`config.mk`:
```
export PLATFORM = sky130hd
export DESIGN_NAME = instr_fetch_unit_flat
export DESIGN_NICKNAME = d
export VERILOG_FILES = /design/src/rtl/instr_fetch_unit_if.sv /design/src/rtl/instr_fetch_unit.sv /design/src/flat_wrapper.sv
export SDC_FILE = /design/constraint.sdc
export NUM_CORES = 1
export LEC_CHECK = 0
export BUFFER_PORTS_ARGS = -buffer_cell sky130_fd_sc_hd__buf_4
export CAP_MARGIN = 10
export CORE_MARGIN = 3
export CORE_UTILIZATION = 53
export DETAILED_ROUTE_END_ITERATION = 10
export PLACE_DENSITY = 0.81
export SYNTH_ARGS = -nofsm -noshare
export SYNTH_HDL_FRONTEND = slang
export SYNTH_SLANG_ARGS = --single-unit
```
`constraint.sdc`:
```
create_clock -name clk -period 7.25 [get_ports clk]
set_input_delay 1.0875 -clock clk [delete_from_list [all_inputs] [get_ports clk]]
set_output_delay 1.0875 -clock clk [all_outputs]
set_load 0.02 [all_outputs]
```
`src/rtl/instr_fetch_unit_if.sv`:
```
// Instruction-memory req/ack bus between the fetch unit (master) and imem (slave).
interface instr_fetch_unit_if #(
  parameter int unsigned ADDR_W = 32
);
  logic              imem_req;
  logic [ADDR_W-1:0] imem_addr;
  logic              imem_ack;
  logic [31:0]       imem_rdata;

  modport master (
    output imem_req,
    output imem_addr,
    input  imem_ack,
    input  imem_rdata
  );

  modport slave (
    input  imem_req,
    input  imem_addr,
    output imem_ack,
    output imem_rdata
  );
endinterface

```
`src/rtl/instr_fetch_unit.sv`:
```
// PC / instruction register owner: one imem fetch per instruction, held until execute retires it.
module instr_fetch_unit #(
  parameter int unsigned       ADDR_W   = 32,
  parameter logic [ADDR_W-1:0] RESET_PC = '0,
  parameter int unsigned       TIMEOUT  = 16
) (
  input  logic              clk,
  input  logic              rst_n,
  input  logic              halt,
  instr_fetch_unit_if.master imem,
  output logic [31:0]       instr,
  output logic [4:0]        opcode,
  output logic              instr_valid,
  output logic [ADDR_W-1:0] pc,
  output logic [ADDR_W-1:0] pc_plus4,
  input  logic              ex_done,
  input  logic              br_taken,
  input  logic [ADDR_W-1:0] br_target,
  output logic              fetch_err,
  output logic              align_err
);

  localparam int unsigned CNT_W = (TIMEOUT > 2) ? $clog2(TIMEOUT) : 1;

  localparam logic [1:0] StIdle = 2'd0;
  localparam logic [1:0] StReq  = 2'd1;
  localparam logic [1:0] StHold = 2'd2;
  localparam logic [1:0] StErr  = 2'd3;

  logic [1:0]        state_q, state_d;
  logic [CNT_W-1:0]  cnt_q, cnt_d;
  logic [ADDR_W-1:0] pc_q, pc_d;
  logic [ADDR_W-1:0] pc_plus4_q;
  logic [31:0]       instr_q, instr_d;
  logic              req_q, valid_q;
  logic              fetch_err_q, fetch_err_d;
  logic              align_err_q, align_err_d;

  always_comb begin
    state_d     = state_q;
    cnt_d       = cnt_q;
    pc_d        = pc_q;
    instr_d     = instr_q;
    fetch_err_d = fetch_err_q;
    align_err_d = align_err_q;
    case (state_q)
      StIdle: begin
        if (!halt) begin
          state_d = StReq;
          cnt_d   = '0;
        end
      end
      StReq: begin
        // An ack on the final allowed cycle still completes the fetch.
        if (imem.imem_ack) begin
          instr_d = imem.imem_rdata;
          cnt_d   = '0;
          state_d = StHold;
        end else if (cnt_q == CNT_W'(TIMEOUT - 1)) begin
          state_d     = StErr;
          fetch_err_d = 1'b1;
        end else begin
          cnt_d = cnt_q + CNT_W'(1);
        end
      end
      StHold: begin
        if (ex_done) begin
          if (br_taken) begin
            pc_d = {br_target[ADDR_W-1:2], 2'b00};
            if (br_target[1:0] != 2'b00) begin
              align_err_d = 1'b1;
            end
          end else begin
            pc_d = pc_q + ADDR_W'(4);
          end
          cnt_d   = '0;
          state_d = halt ? StIdle : StReq;
        end
      end
      default: state_d = StErr;
    endcase
  end

  always_ff @(posedge clk or negedge rst_n) begin
    if (!rst_n) begin
      state_q     <= StIdle;
      cnt_q       <= '0;
      pc_q        <= RESET_PC;
      pc_plus4_q  <= RESET_PC + ADDR_W'(4);
      instr_q     <= '0;
      req_q       <= 1'b0;
      valid_q     <= 1'b0;
      fetch_err_q <= 1'b0;
      align_err_q <= 1'b0;
    end else begin
      state_q     <= state_d;
      cnt_q       <= cnt_d;
      pc_q        <= pc_d;
      pc_plus4_q  <= pc_d + ADDR_W'(4);
      instr_q     <= instr_d;
      req_q       <= (state_d == StReq);
      valid_q     <= (state_d == StHold);
      fetch_err_q <= fetch_err_d;
      align_err_q <= align_err_d;
    end
  end

  assign imem.imem_req  = req_q;
  assign imem.imem_addr = pc_q;
  assign instr          = instr_q;
  assign opcode         = instr_q[31:27];
  assign instr_valid    = valid_q;
  assign pc             = pc_q;
  assign pc_plus4       = pc_plus4_q;
  assign fetch_err      = fetch_err_q;
  assign align_err      = align_err_q;

endmodule

```
`src/flat_wrapper.sv`:
```
// flat-port wrapper written by rule: the top's interface ports become plain ports
module instr_fetch_unit_flat 
#(
  parameter int unsigned       ADDR_W   = 32,
  parameter logic [ADDR_W-1:0] RESET_PC = '0,
  parameter int unsigned       TIMEOUT  = 16
)
  (clk, rst_n, halt, instr, opcode, instr_valid, pc, pc_plus4, ex_done, br_taken, br_target, fetch_err, align_err, imem_imem_req, imem_imem_addr, imem_imem_ack, imem_imem_rdata);
  instr_fetch_unit_if #(.ADDR_W(ADDR_W)) imem_i ();
  input  logic clk;
  input  logic rst_n;
  input  logic halt;
  output logic [31:0] instr;
  output logic [4:0] opcode;
  output logic instr_valid;
  output logic [ADDR_W-1:0] pc;
  output logic [ADDR_W-1:0] pc_plus4;
  input  logic ex_done;
  input  logic br_taken;
  input  logic [ADDR_W-1:0] br_target;
  output logic fetch_err;
  output logic align_err;
  output wire logic [$bits(imem_i.imem_req)-1:0] imem_imem_req;
  output wire logic [$bits(imem_i.imem_addr)-1:0] imem_imem_addr;
  input wire logic [$bits(imem_i.imem_ack)-1:0] imem_imem_ack;
  input wire logic [$bits(imem_i.imem_rdata)-1:0] imem_imem_rdata;
  assign imem_imem_req = imem_i.imem_req;
  assign imem_imem_addr = imem_i.imem_addr;
  assign imem_i.imem_ack = imem_imem_ack;
  assign imem_i.imem_rdata = imem_imem_rdata;
  instr_fetch_unit #(.ADDR_W(ADDR_W), .RESET_PC(RESET_PC), .TIMEOUT(TIMEOUT)) u_core (.clk(clk), .rst_n(rst_n), .halt(halt), .imem(imem_i), .instr(instr), .opcode(opcode), .instr_valid(instr_valid), .pc(pc), .pc_plus4(pc_plus4), .ex_done(ex_done), .br_taken(br_taken), .br_target(br_target), .fetch_err(fetch_err), .align_err(align_err));
endmodule
```
==> reports/metrics.cfg, run 1 <==
[sta]
timing.final.hold_violations=0
final_max_slew_viol_count=0
tns_ns=0
fin_crit_sh_pct=56.5
rsz0062_at_grt=no
fin_worst_hold_slack_ns=0.473
clock_skew_ns=0.00927
clock.fmax_mhz=244
layout_min_cycle_time_ns=4.10
max_slew.worst_pin.slew_ns=1.08
setup_viol=0
maxSlewHeadroom_pct=28.1

[cells_and_area]
insertedDiodeCount=0
synthToLayoutAreaGrowth_pct=26.8
fillerInstances=729
utilization_pct=70.0
finalNonFillerCells=817
ff_latch_area_mm2=0.00255
multi_input_comb_area_mm2=0.00239
final_design_area_no_fill_mm2=0.00691
fin_nets=752
post_route_cells_drive_above_1_share_pct=40.9

[logic_synthesis]
yosysSeqAreaShare_pct=46.9
synthesis.instances=527
synth_simple_gate_area_share_pct=19.0
number_of_storage_elements_in_the_synthesis_netlist=102
post_synth_num_cell_types=67
yosys.area_share.xor_xnor_pct=4.02
top_ff_cell_synth=sky130_fd_sc_hd__dfrtp_1
summed_instance_area_of_the_synthesized_netlist_mm2=0.00545
synth_compound_gate_area_share_pct=11.4
synth.avg_cell_area_um2=10.3
number_of_synthesized_flops_with_an_enable_pin=0
fraction_of_registers_with_async_set_reset_pct=100
muxShareOfSynthArea_pct=8.29
synth-adder-area-share_pct=0.689
synth_top_family_by_area=simple AND/OR/NAND/NOR gates
synth_warnings=0

[worst_setup_path]
worstPathRequired_ns=7.49
slowest_stage=sky130_fd_sc_hd__nand3b_1
critical_path.cell_chain=buf_4, nand3b_1, nor3_1, a21oi_1, o21a_1, inv_1, ha_1, o221a_2, nand4_1, or2_2, nor4_4, nand4_1, xnor2_1
worst-endpoint-arrival_ns=4.34
critPathLaunchType=input port
timing_worst_setup_path_type=in2reg
worst_setup_path_startpoint=ex_done
critical_path_s_most_frequent_cell=sky130_fd_sc_hd__nand4_1
cpLargestDelayFamily=simple AND/OR/NAND/NOR gates
critical_path.endpoint_type=register
worstReg2RegStart=u_core.state_q[1]
slowest_cell_delay_on_critical_path_ns=0.72
worst-path-buf-inv=2
timing.critical_path.fanout_max=26

[die]
boundaryPins=207
fp.coreArea_mm2=0.00986
starting_density_pct=55.2
placement_rows=36
die_h_um=107
area_enclosed_by_the_die_boundary_mm2=0.0115
die_w_um=107

[power]
power.density_cell_area_mw_per_mm2=369
ir_drop_mv=0.184
leakage_power_total_uw=0.00317

[clocking]
clock_latency_ns=0.36
clock_sinks=102
cts_htree_levels=3
clockRootBuffer=sky130_fd_sc_hd__clkbuf_8
clk_transition_reported_paths_ns=0.09
ctsResizeCount=0
hold_buf_cts=0
clk_path_buf_depth=2
total_clock_buffers_created_by_cts=9
cts_setup_buffers=0
clock_tree_from_tritoncts=yes

[hold_path]
hold_path.class=reg2reg
hold_start=u_core.fetch_err

[grt]
grt_pass1_wl_um=21900
global_route.overflow_total=0
antenna_violations_before_repair=0
first_global_vias=4458
total_grt_usage_pct=23.8
pin_count_of_the_biggest_net_entering_global_routing=61

[drt]
wl_um=14200
drc=0
viasPerCell=5.69
drtIter0Drc=220
routed-via-count=4647
wl_cell_um=17.4
drtAntennaViolNets=0
detailedRoute.firstPassIterationCount=5

[run]
drv_cap=0

[run_status]
result_of_the_run=finished, final reports clean

[placed_design]
place_congestion=0.867
numPlacedInstances=800
dpl.hpwl_um=10300
detailed_place.area_mm2=0.00670
io_buffers=200

## stage by stage
stage | worst slack, ns | power, uW
after global routing | 2.92 | 2690
after floorplan | 3.63 | 1740
final | 3.15 | 2550
after global placement | 3.04 | 2160
after CTS | 3.19 | 2560
after detailed placement | 2.84 | 2190
## cell usage after synthesis (all sizes together), types with 11 or more instances
cell type / number / share of area, %
a21oi: 18 / 1.7
buf: 57 / 7.6
clkbuf: 11 / 0.76
dfrtp: 101 / 46
inv: 19 / 1.3
mux2: 33 / 6.8
nand2: 31 / 2.2
nand3: 28 / 2.8
nand4: 15 / 1.8
nor2: 41 / 2.8
nor3: 12 / 1.3
o21ai: 15 / 1.4
o22ai: 11 / 1.3
xnor2: 23 / 3.7
## kinds of logic after synthesis
group                    Yosys count
XOR/XNOR                          25
AO/OA/AOI/OAI                     89
other                              1
AND/OR/NAND/NOR                  179
buffers and inverters             87
flip-flops                       102
adder cells (fa/ha/maj)            3
multiplexers                      41
## routing by layer
| layer | global-route usage [%] | share of wire (%) |
|---|---|---|
| met2 | 39.1 | 48 |
| met3 | 4.98 | 8.6 |
| met4 | 6.85 | 1.7 |
| met1 | 32.0 | 42 |
| met5 | 0 | 0 |
## worst paths after layout
path	to	slack [ns]	depth (start not counted)
worst max-delay path	u_core.pc_plus4[26]	3.15	13
min in group asynchronous	u_core.instr[7]	0.70	1
worst max register to register	u_core.pc_plus4[26]	3.40	12
max in group asynchronous	u_core.imem.imem_addr[29]	5.42	2
worst min register to register	u_core.fetch_err	0.47	1
worst min-delay path	u_core.fetch_err	0.47	1
## area by class of cell
cell class	count	share of cell area, %
well taps	133	2.41
repair buffers	204	22.1
inverters	19	1.03
multi-input cells	343	34.6
clock inverters	5	0.833
flip-flops and latches	102	37.0
clock buffers	11	2.05
## state kept, by name, indices dropped and copies added (netlist names)
register / count
u_core.align_err: 1
u_core.cnt_q: 4
u_core.fetch_err: 1
u_core.imem.imem_addr: 30
u_core.imem.imem_req: 1
u_core.instr: 32
u_core.instr_valid: 1
u_core.pc_plus4: 30
u_core.state_q: 2
## power by group
| group | switching, uW | total, uW | internal [uW] |
|---|---|---|---|
| Combinational | 705 | 1250 | 543 |
| Sequential | 173 | 935 | 762 |
| Clock | 194 | 364 | 170 |
## cells in the final DEF, fill, tap and decap left out, types with 5 or more instances in the layout
cell type	count
sky130_fd_sc_hd__nor2_1	41
sky130_fd_sc_hd__nor3_1	10
sky130_fd_sc_hd__o21ai_0	13
sky130_fd_sc_hd__mux2_2	33
sky130_fd_sc_hd__dfrtp_1	101
sky130_fd_sc_hd__mux2i_1	8
sky130_fd_sc_hd__buf_4	203
sky130_fd_sc_hd__and3_1	9
sky130_fd_sc_hd__xnor2_1	23
sky130_fd_sc_hd__nand3_1	25
sky130_fd_sc_hd__clkbuf_8	10
sky130_fd_sc_hd__nand4_1	14
sky130_fd_sc_hd__inv_1	18
sky130_fd_sc_hd__nand3b_1	5
sky130_fd_sc_hd__a21oi_1	17
sky130_fd_sc_hd__nand2_1	30
sky130_fd_sc_hd__a31oi_1	9
sky130_fd_sc_hd__conb_1	6
sky130_fd_sc_hd__o22ai_1	11
sky130_fd_sc_hd__and4_1	6
No activity file was read; power rests on OpenSTA's default activity.
==> inputs of run 2 (changes only) <==
--- a/config.mk
+++ b/config.mk
@@ -8,9 +8,9 @@
 export BUFFER_PORTS_ARGS = -buffer_cell sky130_fd_sc_hd__buf_4
 export CAP_MARGIN = 10
 export CORE_MARGIN = 3
-export CORE_UTILIZATION = 53
+export CORE_UTILIZATION = 50
 export DETAILED_ROUTE_END_ITERATION = 10
-export PLACE_DENSITY = 0.81
+export PLACE_DENSITY = 0.77
 export SYNTH_ARGS = -nofsm -noshare
 export SYNTH_HDL_FRONTEND = slang
 export SYNTH_SLANG_ARGS = --single-unit
==> constraint.sdc (replaced) <==
create_clock -name clk -period 4 [get_ports clk]
set_input_delay 0.6 -clock clk [delete_from_list [all_inputs] [get_ports clk]]
set_output_delay 0.6 -clock clk [all_outputs]
set_load 0.02 [all_outputs]
==> run 2 against run 1 <==
Critical path depth fell by 3; global-route usage shrank 0.49 points; worst setup slack worse by 2.6 ns; routed wire length increased by 1.0%; clock power grew 68%; sequential cell count did not move; worst hold slack got worse by 0.072 ns; die area is 5.7% higher; sequential share of layout area decreased by 0.10 points; cell count is 0.86% higher; combinational power increased by 82%; design area up 0.27%; critical path type is now reg2reg; largest cell class unchanged; largest power group unchanged; highest routed layer unchanged.
==> reports/metrics.cfg, run 2 (synthesis gave the netlist of run 1 again) <==
[run_status]
result_of_the_run=finished, final reports clean

[drt]
drc=0  ; unchanged
wl_um=14300  ; +1.0%
wl_cell_um=17.4  ; +0.15%
drtIter0Drc=264  ; +20%
met3RoutedLength_um=1290  ; +5.7%
topRoutingLayerUsed=met4
routed-via-count=4672  ; +0.54%
viasPerCell=5.67  ; -0.32%
route.met2.wl_um=6830  ; +0.46%
detail_route.wirelength.met1_um=5990  ; +1.2%
drtAntennaViolNets=0  ; unchanged
detailedRoute.firstPassIterationCount=5  ; unchanged

[cells_and_area]
largest_register_ffs=32  ; unchanged
fin_nets=756  ; +0.53%
insertedDiodeCount=0  ; unchanged
final_common_cell=sky130_fd_sc_hd__buf_4
synthToLayoutAreaGrowth_pct=27.1
layout.cells.most_common_list=208 x sky130_fd_sc_hd__buf_4, 101 x sky130_fd_sc_hd__dfrtp_1, 41 x sky130_fd_sc_hd__nor2_1
fillerInstances=858  ; +18%
post_route_cells_drive_above_1_share_pct=41.4  ; +0.49 points
ff_latch_area_mm2=0.00255  ; unchanged
multi_input_comb_area_mm2=0.00239  ; unchanged

[sta]
rsz0062_at_grt=no
tns_ns=0  ; unchanged
clock.fmax_mhz=293
max_slew.worst_pin.slew_ns=1.04  ; -0.0339 ns
post-route-worst-setup-slack_ns=0.588  ; -2.56 ns
maxSlewHeadroom_pct=30.6  ; +2.5 points
final_max_slew_viol_count=0  ; unchanged
clock_skew_ns=0.0123  ; +0.00299 ns
setup_viol=0  ; unchanged
timing.final.hold_violations=0  ; unchanged
layout_min_cycle_time_ns=3.41
fin_crit_sh_pct=85.3

[power]
ir_drop_mv=0.419  ; +130%
power.density_cell_area_mw_per_mm2=661  ; +79%
leakage_power_total_uw=0.00318  ; +0.32%

[worst_setup_path]
cpLargestDelayFamily=simple AND/OR/NAND/NOR gates
slowest_stage=sky130_fd_sc_hd__and3b_1
worst-endpoint-arrival_ns=3.67  ; -0.67 ns
worstPathRequired_ns=4.26  ; -3.23 ns
critical_path.cell_chain=and3b_1, nor2_1, a31oi_1, ha_1, o221a_2, nand4_1, or2_2, nor4_4, nand3_1, xnor2_1
worst-path-buf-inv=0  ; -2
critPathLaunchType=register
setup.reg_to_reg.worst_slack_ns=0.59  ; -2.81 ns
slowest_cell_delay_on_critical_path_ns=0.84  ; +0.12 ns
timing.critical_path.fanout_max=23  ; -12%
critical_path.endpoint_type=register
timing_worst_setup_path_type=reg2reg

[clocking]
total_clock_buffers_created_by_cts=9  ; unchanged
clk_path_buf_depth=2  ; unchanged
clk_transition_reported_paths_ns=0.10  ; about the same
clock_tree_from_tritoncts=yes
clock_latency_ns=0.37  ; about the same
ctsResizeCount=0  ; unchanged
clockRootBuffer=sky130_fd_sc_hd__clkbuf_8
clock_sinks=102  ; unchanged
cts_htree_levels=3  ; unchanged
cts_setup_buffers=0  ; unchanged
hold_buf_cts=0  ; unchanged

[die]
fp.coreArea_mm2=0.0105  ; +6.1%
die_w_um=110  ; +2.8%
placement_rows=37  ; +2.8%
die_h_um=110  ; +2.8%
boundaryPins=207  ; unchanged
starting_density_pct=52.1  ; -3.2 points
area_enclosed_by_the_die_boundary_mm2=0.0122  ; +5.7%

[grt]
total_grt_usage_pct=23.3  ; -0.49 points
global_route.overflow_total=0  ; unchanged
first_global_vias=4426  ; -0.72%
antenna_violations_before_repair=0  ; unchanged
grt_pass1_wl_um=22000  ; +0.35%
pin_count_of_the_biggest_net_entering_global_routing=87  ; +43%

[placed_design]
io_buffers=200  ; unchanged
dpl_worst_slack_ns=0.429  ; -2.41 ns
dpl.hpwl_um=10500  ; +1.7%
place_congestion=0.866  ; -0.12%

[hold_path]
hold_path.class=in2async

[run]
drv_cap=0  ; unchanged

run 2: cell types whose count changed in the layout (fill, tap and decap cells not counted), sizes merged:
cell and delta:
clkbuf -3, bufinv -1, inv +1, clkinvlp +1, buf +5, clkinv +1
run 2: worst paths after layout:
| check | start | endpoint | cells past startpoint |
|---|---|---|---|
| setup / recovery | u_core.state_q[0] | u_core.pc_plus4[28] | 10 |
| hold / removal | rst_n | u_core.pc_plus4[23] | 1 |
| setup reg to reg | u_core.state_q[0] | u_core.pc_plus4[28] | 10 |
| hold reg to reg | u_core.align_err | u_core.align_err | 1 |
| max in group asynchronous | rst_n | u_core.pc_plus4[14] | 2 |
| min in group clk | imem_imem_rdata[4] | u_core.instr[4] | 2 |
run 2: routing by layer:
metal | global-route usage, % | up-vias
met3 | 4.78 | 21
met4 | 7.56 | 0
li1 | - | 2165
met2 | 38.6 | 248
met5 | 0 | -
met1 | 30.7 | 2238
run 2: worst register-to-register path: stages (launching register included):
cell and delay [ns]:
sky130_fd_sc_hd__dfrtp_1 0.47, sky130_fd_sc_hd__and3b_1 0.84, sky130_fd_sc_hd__nor2_1 0.09, sky130_fd_sc_hd__a31oi_1 0.23
sky130_fd_sc_hd__ha_1 0.21, sky130_fd_sc_hd__o221a_2 0.22, sky130_fd_sc_hd__nand4_1 0.16, sky130_fd_sc_hd__or2_2 0.38
sky130_fd_sc_hd__nor4_4 0.38, sky130_fd_sc_hd__nand3_1 0.18, sky130_fd_sc_hd__xnor2_1 0.16
run 2: through the flow:
step / instances / power (uW) / utilization [%] / area [um2] / hold WS (ns)
finish: 824 / 4580 / 66.2 / 6930 / 0.401
global route: 824 / 4870 / 66.2 / 6930 / 0.425
CTS: 824 / 4610 / 66.2 / 6930 / 0.439
global placement: 808 / 3930 / 64.5 / 6750 / 0.452
floorplan: 532 / 3150 / - / 5470 / 0.304
detailed placement: 808 / 3990 / 64.5 / 6750 / 0.464
run 2: power breakdown:
group	internal [uW]	switching (uW)	total (uW)
sequential	1380	316	1700
combinational	988	1280	2270
clock	235	377	612
run 2: final cells by class:
cell class / instances / share of cell area, %
Multi-Input combinational cell: 343 / 34.5
Tap cell: 136 / 2.46
Clock inverter: 7 / 0.831
Timing Repair Buffer: 208 / 22.5
Clock buffer: 9 / 1.79
Inverter: 19 / 1.03
Sequential cell: 102 / 36.9
